`config.mk`:
```
export PLATFORM = sky130hd
export DESIGN_NAME = clk_manager
export DESIGN_NICKNAME = d
export VERILOG_FILES = /design/src/rtl/clk_manager.sv
export SDC_FILE = /design/constraint.sdc
export NUM_CORES = 1
export LEC_CHECK = 0
export CAP_MARGIN = 20
export CORE_MARGIN = 2
export CORE_UTILIZATION = 40
export DETAILED_ROUTE_END_ITERATION = 7
export MAX_ROUTING_LAYER = met4
export PLACE_DENSITY = 0.64
export SLEW_MARGIN = 10
export SYNTH_ARGS = -nofsm -noshare
export SYNTH_HDL_FRONTEND = slang
export SYNTH_SLANG_ARGS = --single-unit
export TNS_END_PERCENT = 1
```
`constraint.sdc`:
```
create_clock -name clock -period 8.2 [get_ports clock]
set_input_delay 2.46 -clock clock [delete_from_list [all_inputs] [get_ports clock]]
set_output_delay 2.46 -clock clock [all_outputs]
set_load 0.1 [all_outputs]
```
`src/rtl/clk_manager.sv`:
```
// clk_manager: qualifies PLL lock, sequences the system reset, tracks
// lock-loss events and generates per-channel NCO clock-enable pulses.
module clk_manager #(
    parameter int NCH         = 2,
    parameter int ACC_W       = 16,
    parameter int LOCK_FILTER = 16,
    parameter int RST_CYCLES  = 1024
) (
    input  logic                 clock,
    input  logic                 reset_n,
    input  logic                 pll_locked,
    input  logic [NCH*ACC_W-1:0] inc,
    input  logic [NCH-1:0]       ch_enable,
    input  logic                 clear_lost,
    output logic                 sys_reset_n,
    output logic [NCH-1:0]       clk_en,
    output logic                 lock_lost,
    output logic [7:0]           loss_count
);
    localparam int CNT_MAX = (LOCK_FILTER > RST_CYCLES) ? LOCK_FILTER : RST_CYCLES;
    localparam int CNT_W   = $clog2(CNT_MAX + 1);
    localparam logic [CNT_W-1:0] FILT_LAST = CNT_W'(LOCK_FILTER - 1);
    localparam logic [CNT_W-1:0] HOLD_LAST = CNT_W'(RST_CYCLES - 1);

    typedef enum logic [1:0] {
        WAIT_LOCK,
        FILTER,
        HOLD,
        RUN
    } state_t;

    state_t           state;
    logic             lock_m;
    logic             lock_s;
    logic [CNT_W-1:0] cnt;
    logic             loss;
    logic             run;

    // pll_locked is asynchronous; only lock_s is used downstream
    always_ff @(posedge clock) begin
        if (!reset_n) begin
            lock_m <= 1'b0;
            lock_s <= 1'b0;
        end else begin
            lock_m <= pll_locked;
            lock_s <= lock_m;
        end
    end

    assign run  = (state == RUN);
    assign loss = run && !lock_s;

    always_ff @(posedge clock) begin
        if (!reset_n) begin
            state       <= WAIT_LOCK;
            cnt         <= '0;
            sys_reset_n <= 1'b0;
            lock_lost   <= 1'b0;
            loss_count  <= 8'd0;
        end else begin
            unique case (state)
                WAIT_LOCK: begin
                    if (lock_s) begin
                        state <= FILTER;
                        cnt   <= '0;
                    end
                end
                FILTER: begin
                    if (!lock_s) begin
                        state <= WAIT_LOCK;
                    end else if (cnt == FILT_LAST) begin
                        state <= HOLD;
                        cnt   <= '0;
                    end else begin
                        cnt <= cnt + 1'b1;
                    end
                end
                HOLD: begin
                    if (!lock_s) begin
                        state <= WAIT_LOCK;
                    end else if (cnt == HOLD_LAST) begin
                        state       <= RUN;
                        sys_reset_n <= 1'b1;
                    end else begin
                        cnt <= cnt + 1'b1;
                    end
                end
                RUN: begin
                    if (!lock_s) begin
                        state       <= WAIT_LOCK;
                        sys_reset_n <= 1'b0;
                    end
                end
            endcase
            // a new loss outranks a simultaneous clear
            lock_lost <= loss | (lock_lost & ~clear_lost);
            if (loss && loss_count != 8'hFF) begin
                loss_count <= loss_count + 8'd1;
            end
        end
    end

    for (genvar i = 0; i < NCH; i++) begin : g_nco
        logic [ACC_W-1:0] acc;
        logic [ACC_W:0]   sum;
        logic             pulse;

        assign sum       = {1'b0, acc} + {1'b0, inc[i*ACC_W +: ACC_W]};
        assign clk_en[i] = pulse;

        always_ff @(posedge clock) begin
            if (!reset_n || !(run && ch_enable[i])) begin
                acc   <= '0;
                pulse <= 1'b0;
            end else begin
                acc   <= sum[ACC_W-1:0];
                pulse <= sum[ACC_W];
            end
        end
    end
endmodule

```
# Word level (Yosys, flattened, before mapping)
# Index checks and enable logic that the tools add are counted.
# classes
bitwise_logic	3
n_reduce_logical	16
n_eq_ne	14
n_mux	17
addsub	4
# op_table
operator	n
2-to-1 mux 11 bit	5
adder 16 x 16 -> 17 bit	2
one-hot mux 11 bit (3 select lines)	1
2-to-1 mux 2 bit	6
!= test 2 bit, second input constant	6
adder 11 x 1 -> 11 bit, second input constant	1
equality test 11 x 10 -> 1 bit, second input constant	1
equality test 11 x 4 -> 1 bit, second input constant	1
adder 8 x 1 -> 8 bit, second input constant	1
!= test 8 bit, second input constant	1
one-hot mux 2 bit (4 select lines)	1
AND reduction 4 bit	2
!= test 3 bit, second input constant	2
AND reduction 5 bit	1
equality test 2 bit, second input constant	2
logical AND 1 bit	4
zero test 1 bit	4
2-to-1 mux 1 bit	3
nonzero test 3 bit	1
equality test 2 x 1 -> 1 bit, second input constant	1
zero test 2 bit	1
logical OR 1 bit	2
one-hot mux 1 bit (2 select lines)	1
nonzero test 2 bit	1
other kinds (3)	3
# word_totals
word_cells	65
output_inout_bits	12
register_bits	59
in_bits	38

# Logic depth before layout (Yosys ltp)
# logic_depth
depth_word	4
ltp_mapped	10
ltp_nobuf	8

# Worst setup path after synthesis
# No wires, ideal clock.
# synth_timing
kind	input port to flip-flop
start	in inc[16]
end	reg g_nco[1].acc[14]
setup_ns	0.128
arrival_time_ns	4.204
stages	8
n_path_buf	0
required_time_ns	8.072
path_slack_ns	3.868
cell_sequence	ha_1 > fa_1 > a21o_1 > a221oi_2 > o21ai_1 > a221oi_1 > xor2_1 > nor2_1
# synth_between
elab_chain_cells	1
# synth_rtl
element	line	source
start, declared	12	input logic [NCH*ACC_W-1:0] inc,
adder 16 x 16 -> 17 bit	108	assign sum = {1'b0, acc} + {1'b0, inc[i*ACC_W +: ACC_W]};
end signal, assigned	116	acc <= sum[ACC_W-1:0];
end, declared	104	logic [ACC_W-1:0] acc;
# Every way passes these cells.
# A chain may end at the register's enable or synchronous reset.

# Worst setup path after layout
# Ends and elaborated chain as after synthesis.

==> results.json <==
{
  "worstReg2RegStart": "state[0]$_SDFFE_PN0P_",
  "setup-tns-final_ns": 0,
  "cp_slowest_cell": "clkdlybuf4s50_1",
  "nets": 539,
  "clkTransAtPathRegs_ns": 0.07,
  "antenna_found_initial": 0,
  "setup_viol": 0,
  "first_pass_iters": 4,
  "cts_buffers": 9,
  "vias": 3082,
  "htreeDepth": 3,
  "finalWeightedCongestion": 0.7917,
  "synth_edf_count": 0,
  "slew_viol_final": 0,
  "hold_violations": 0,
  "worstSkewPairLatency_ns": 0.33,
  "rows": 34,
  "port_buffers": 49,
  "hold_depth": 1,
  "cts_hold_buf": 0,
  "max_cap_violations": 0,
  "r2r-end": "cnt[5]$_SDFFE_PN0P_",
  "dp_cells": 557,
  "clock_skew_ns": 0.01030,
  "ir_drop_uv": 83.47,
  "end_kind": "flip-flop",
  "path_buf_inv": 1,
  "grt_overflow": 0,
  "worst-r2r-cell-count": 8,
  "stdcell_count": 573,
  "ys_seq_area_share_pct": 32.85,
  "clk_path_buf_depth": 2,
  "hold_path_end": "lock_s$_SDFF_PN0_",
  "clockRootBuffer": "clkbuf_8",
  "setup_ws_ns": 3.568,
  "die_x_um": 98.82,
  "crit_fanout": 4,
  "synth_warnings": 0,
  "die-area_sq_mm": 0.009764,
  "start_util_pct": 41.23,
  "top_usage_layer": "met2",
  "synth_area_leader_cell": "dfxtp_1",
  "postCtsSetupBuffers": 0,
  "grt_pass1_wl_um": 13680,
  "rsz0062_at_grt": "false",
  "arrival_ns": 4.83,
  "synthMostInstantiatedCell": "dfxtp_1",
  "post-route-drc-count": 0,
  "worstHoldStart": "lock_m$_SDFF_PN0_",
  "r2r_setup_slack_ns": 5.64,
  "synth_seq_cells": 59,
  "synth_top_area_share_pct": 32.85,
  "netlist_area_sq_mm": 0.003596,
  "io_pins": 50,
  "holdWs_ns": 0.4472,
  "grt_pass1_vias": 3025,
  "yosys-top-cells-count": "dfxtp_1 (59), nor2_1 (54), ha_1 (39)",
  "grtUsageTotal_pct": 17.50,
  "place_area_sq_mm": 0.004165,
  "totalWireLength_um": 7760,
  "wire_per_inst_um": 13.54,
  "layout-drive-gt1-share_pct": 5.161,
  "tritoncts": "done",
  "die_y_um": 98.82,
  "synth-async-reset-ratio_pct": 0,
  "grt_max_degree": 20,
  "cts_sinks": 59,
  "slowest_delay_ns": 0.41,
  "hold_path.class": "flip-flop to flip-flop",
  "layout_min_cycle_time_ns": 4.632,
  "critPathKind": "primary input to flip-flop",
  "synthTopCellsByArea": "dfxtp_1 (33%), ha_1 (14%), nor2_1 (5.6%), xnor2_1 (3.9%), a21o_1 (3.8%)",
  "coreArea_sq_mm": 0.008721,
  "via_per_inst": 5.379,
  "slew-limit-headroom_pct": 34.64,
  "crit_chain": "clkdlybuf4s50_1 -> ha_1 -> fa_1 -> a21o_1 -> a221oi_2 -> o21ai_1 -> a221oi_1 -> xor2_1 -> nor2_1",
  "place_ws_ns": 3.242,
  "cp_top_family": "compound AO/OA/AOI/OAI gates",
  "ctsResizeCount": 0,
  "met3_usage_pct": 5.106,
  "syn_nets": 489,
  "cp-start-kind": "primary input",
  "syn_inst": 410,
  "final_area_sq_mm": 0.004407,
  "drtIter0Drc": 101,
  "tightest_slew_ns": 0.9774,
  "ys_types": 58,
  "min_period_over_period_pct": 56.48,
  "n_antenna_cell": 0,
  "synth_ff_type": "dfxtp_1",
  "fillerInstances": 835,
  "grt.met2_usage_pct": 27.75,
  "total_leakage_power_nw": 1.864,
  "powerDensity_mw_per_mm2": 155.1,
  "area_delta_synth_final_pct": 22.55,
  "fmax_mhz": 215.9,
  "hpwl_um": 5587,
  "avgSynthCellArea_sq_um": 8.771,
  "status": "completed",
  "met1_usage_pct": 22.09,
  "ant_nets": 0,
  "critPathRequiredTime_ns": 8.40
}
-- worst register-to-register path, delay by kind of cell, from the launching register on --
family                   cells  cell delay [ns]
AO/OA/AOI/OAI                4             0.92
buffers and inverters        1             0.10
flip-flops                   1             0.38
AND/OR/NAND/NOR              2             0.74
adder cells (fa/ha/maj)      1             0.34
-- report_power, final --
group / total, W / switching [W] / internal, W / leakage (nW)
combinational: 0.0000673 / 0.0000332 / 0.0000341 / 1.26
sequential: 0.000289 / 0.00000133 / 0.000288 / 0.476
clock: 0.000327 / 0.000118 / 0.000209 / 0.123
-- how the worst max path moves through the flow --
| stage | startpoint | to | slack (ns) | cells past startpoint |
|---|---|---|---|---|
| final | inc[16] | g_nco[1].acc[14]$_SDFF_PP0_ | 3.57 | 9 |
| after global routing | inc[0] | g_nco[0].acc[14]$_SDFF_PP0_ | 3.36 | 9 |
| after CTS | inc[16] | g_nco[1].acc[14]$_SDFF_PP0_ | 3.60 | 9 |
| after detailed placement | inc[16] | g_nco[1].acc[14]$_SDFF_PP0_ | 3.24 | 9 |
| after global placement | inc[16] | g_nco[1].acc[14]$_SDFF_PP0_ | 3.30 | 9 |
| after floorplan | inc[16] | g_nco[1].acc[14]$_SDFF_PP0_ | 3.87 | 8 |
-- placed cells by master, fill, tap and decap left out, types with 5 or more instances in the layout --
cell / count
a211oi_1: 10
ha_1: 39
nand2_1: 20
xnor2_1: 16
nand3_1: 14
inv_1: 10
o21bai_1: 5
a21o_1: 18
clkdlybuf4s50_1: 49
dfxtp_1: 59
nor2_1: 54
o21ai_0: 23
nand2b_1: 6
and3_1: 10
and2_1: 11
a21oi_1: 22
xor2_1: 11
o21a_1: 6
nand4_1: 7
clkbuf_8: 10
o211ai_1: 5
nor3_1: 5
-- sequential cells by signal, indices dropped and copies added (netlist names), 2 cells and up --
signal       count
g_nco.pulse      2
loss_count       8
cnt             11
g_nco.acc       32
state            2
-- layout make-up --
type                    count  area [sq um]  share of cell area [%]
clock buffers              11         141.4                   3.208
clock inverters             5         100.1                   2.271
inverters                  11         41.29                  0.9370
multi-input cells         330          2317                   52.58
flip-flops and latches     59          1181                   26.80
well taps                 108         135.1                   3.066
repair buffers             49         490.5                   11.13
-- per-stage QoR --
step | total power [W] | utilization, %
6_report | 0.0006834 | 50.53
5_1_grt | 0.0007117 | 50.53
4_1_cts | 0.0006915 | 50.53
3_5_place_dp | 0.0003628 | 47.76
3_3_place_gp | 0.0003618 | 47.76
2_1_floorplan | 0.0003354 | -
-- routing by layer --
layer  vias to the layer above  wire length (um)
met4                         0                73
met5                         -                 0
met2                        50              3661
met1                      1431              3758
met3                         8               267
li1                       1593                 -
-- cells by family (layout without fill, tap and decap cells) --
| kind of cell | Yosys count | after routing | share of synthesized area (%) |
|---|---|---|---|
| AOI/OAI and AO/OA | 117 | 117 | 22.37 |
| xor gates and xnor gates | 27 | 27 | 6.576 |
| adders and majority gates | 41 | 41 | 14.68 |
| buffers and inverters | 21 | 76 | 2.714 |
| DFF | 59 | 59 | 32.85 |
| muxes | 4 | 4 | 1.148 |
| and+or+nand+nor | 141 | 141 | 19.66 |
Power figures use the tool's default switching activity.
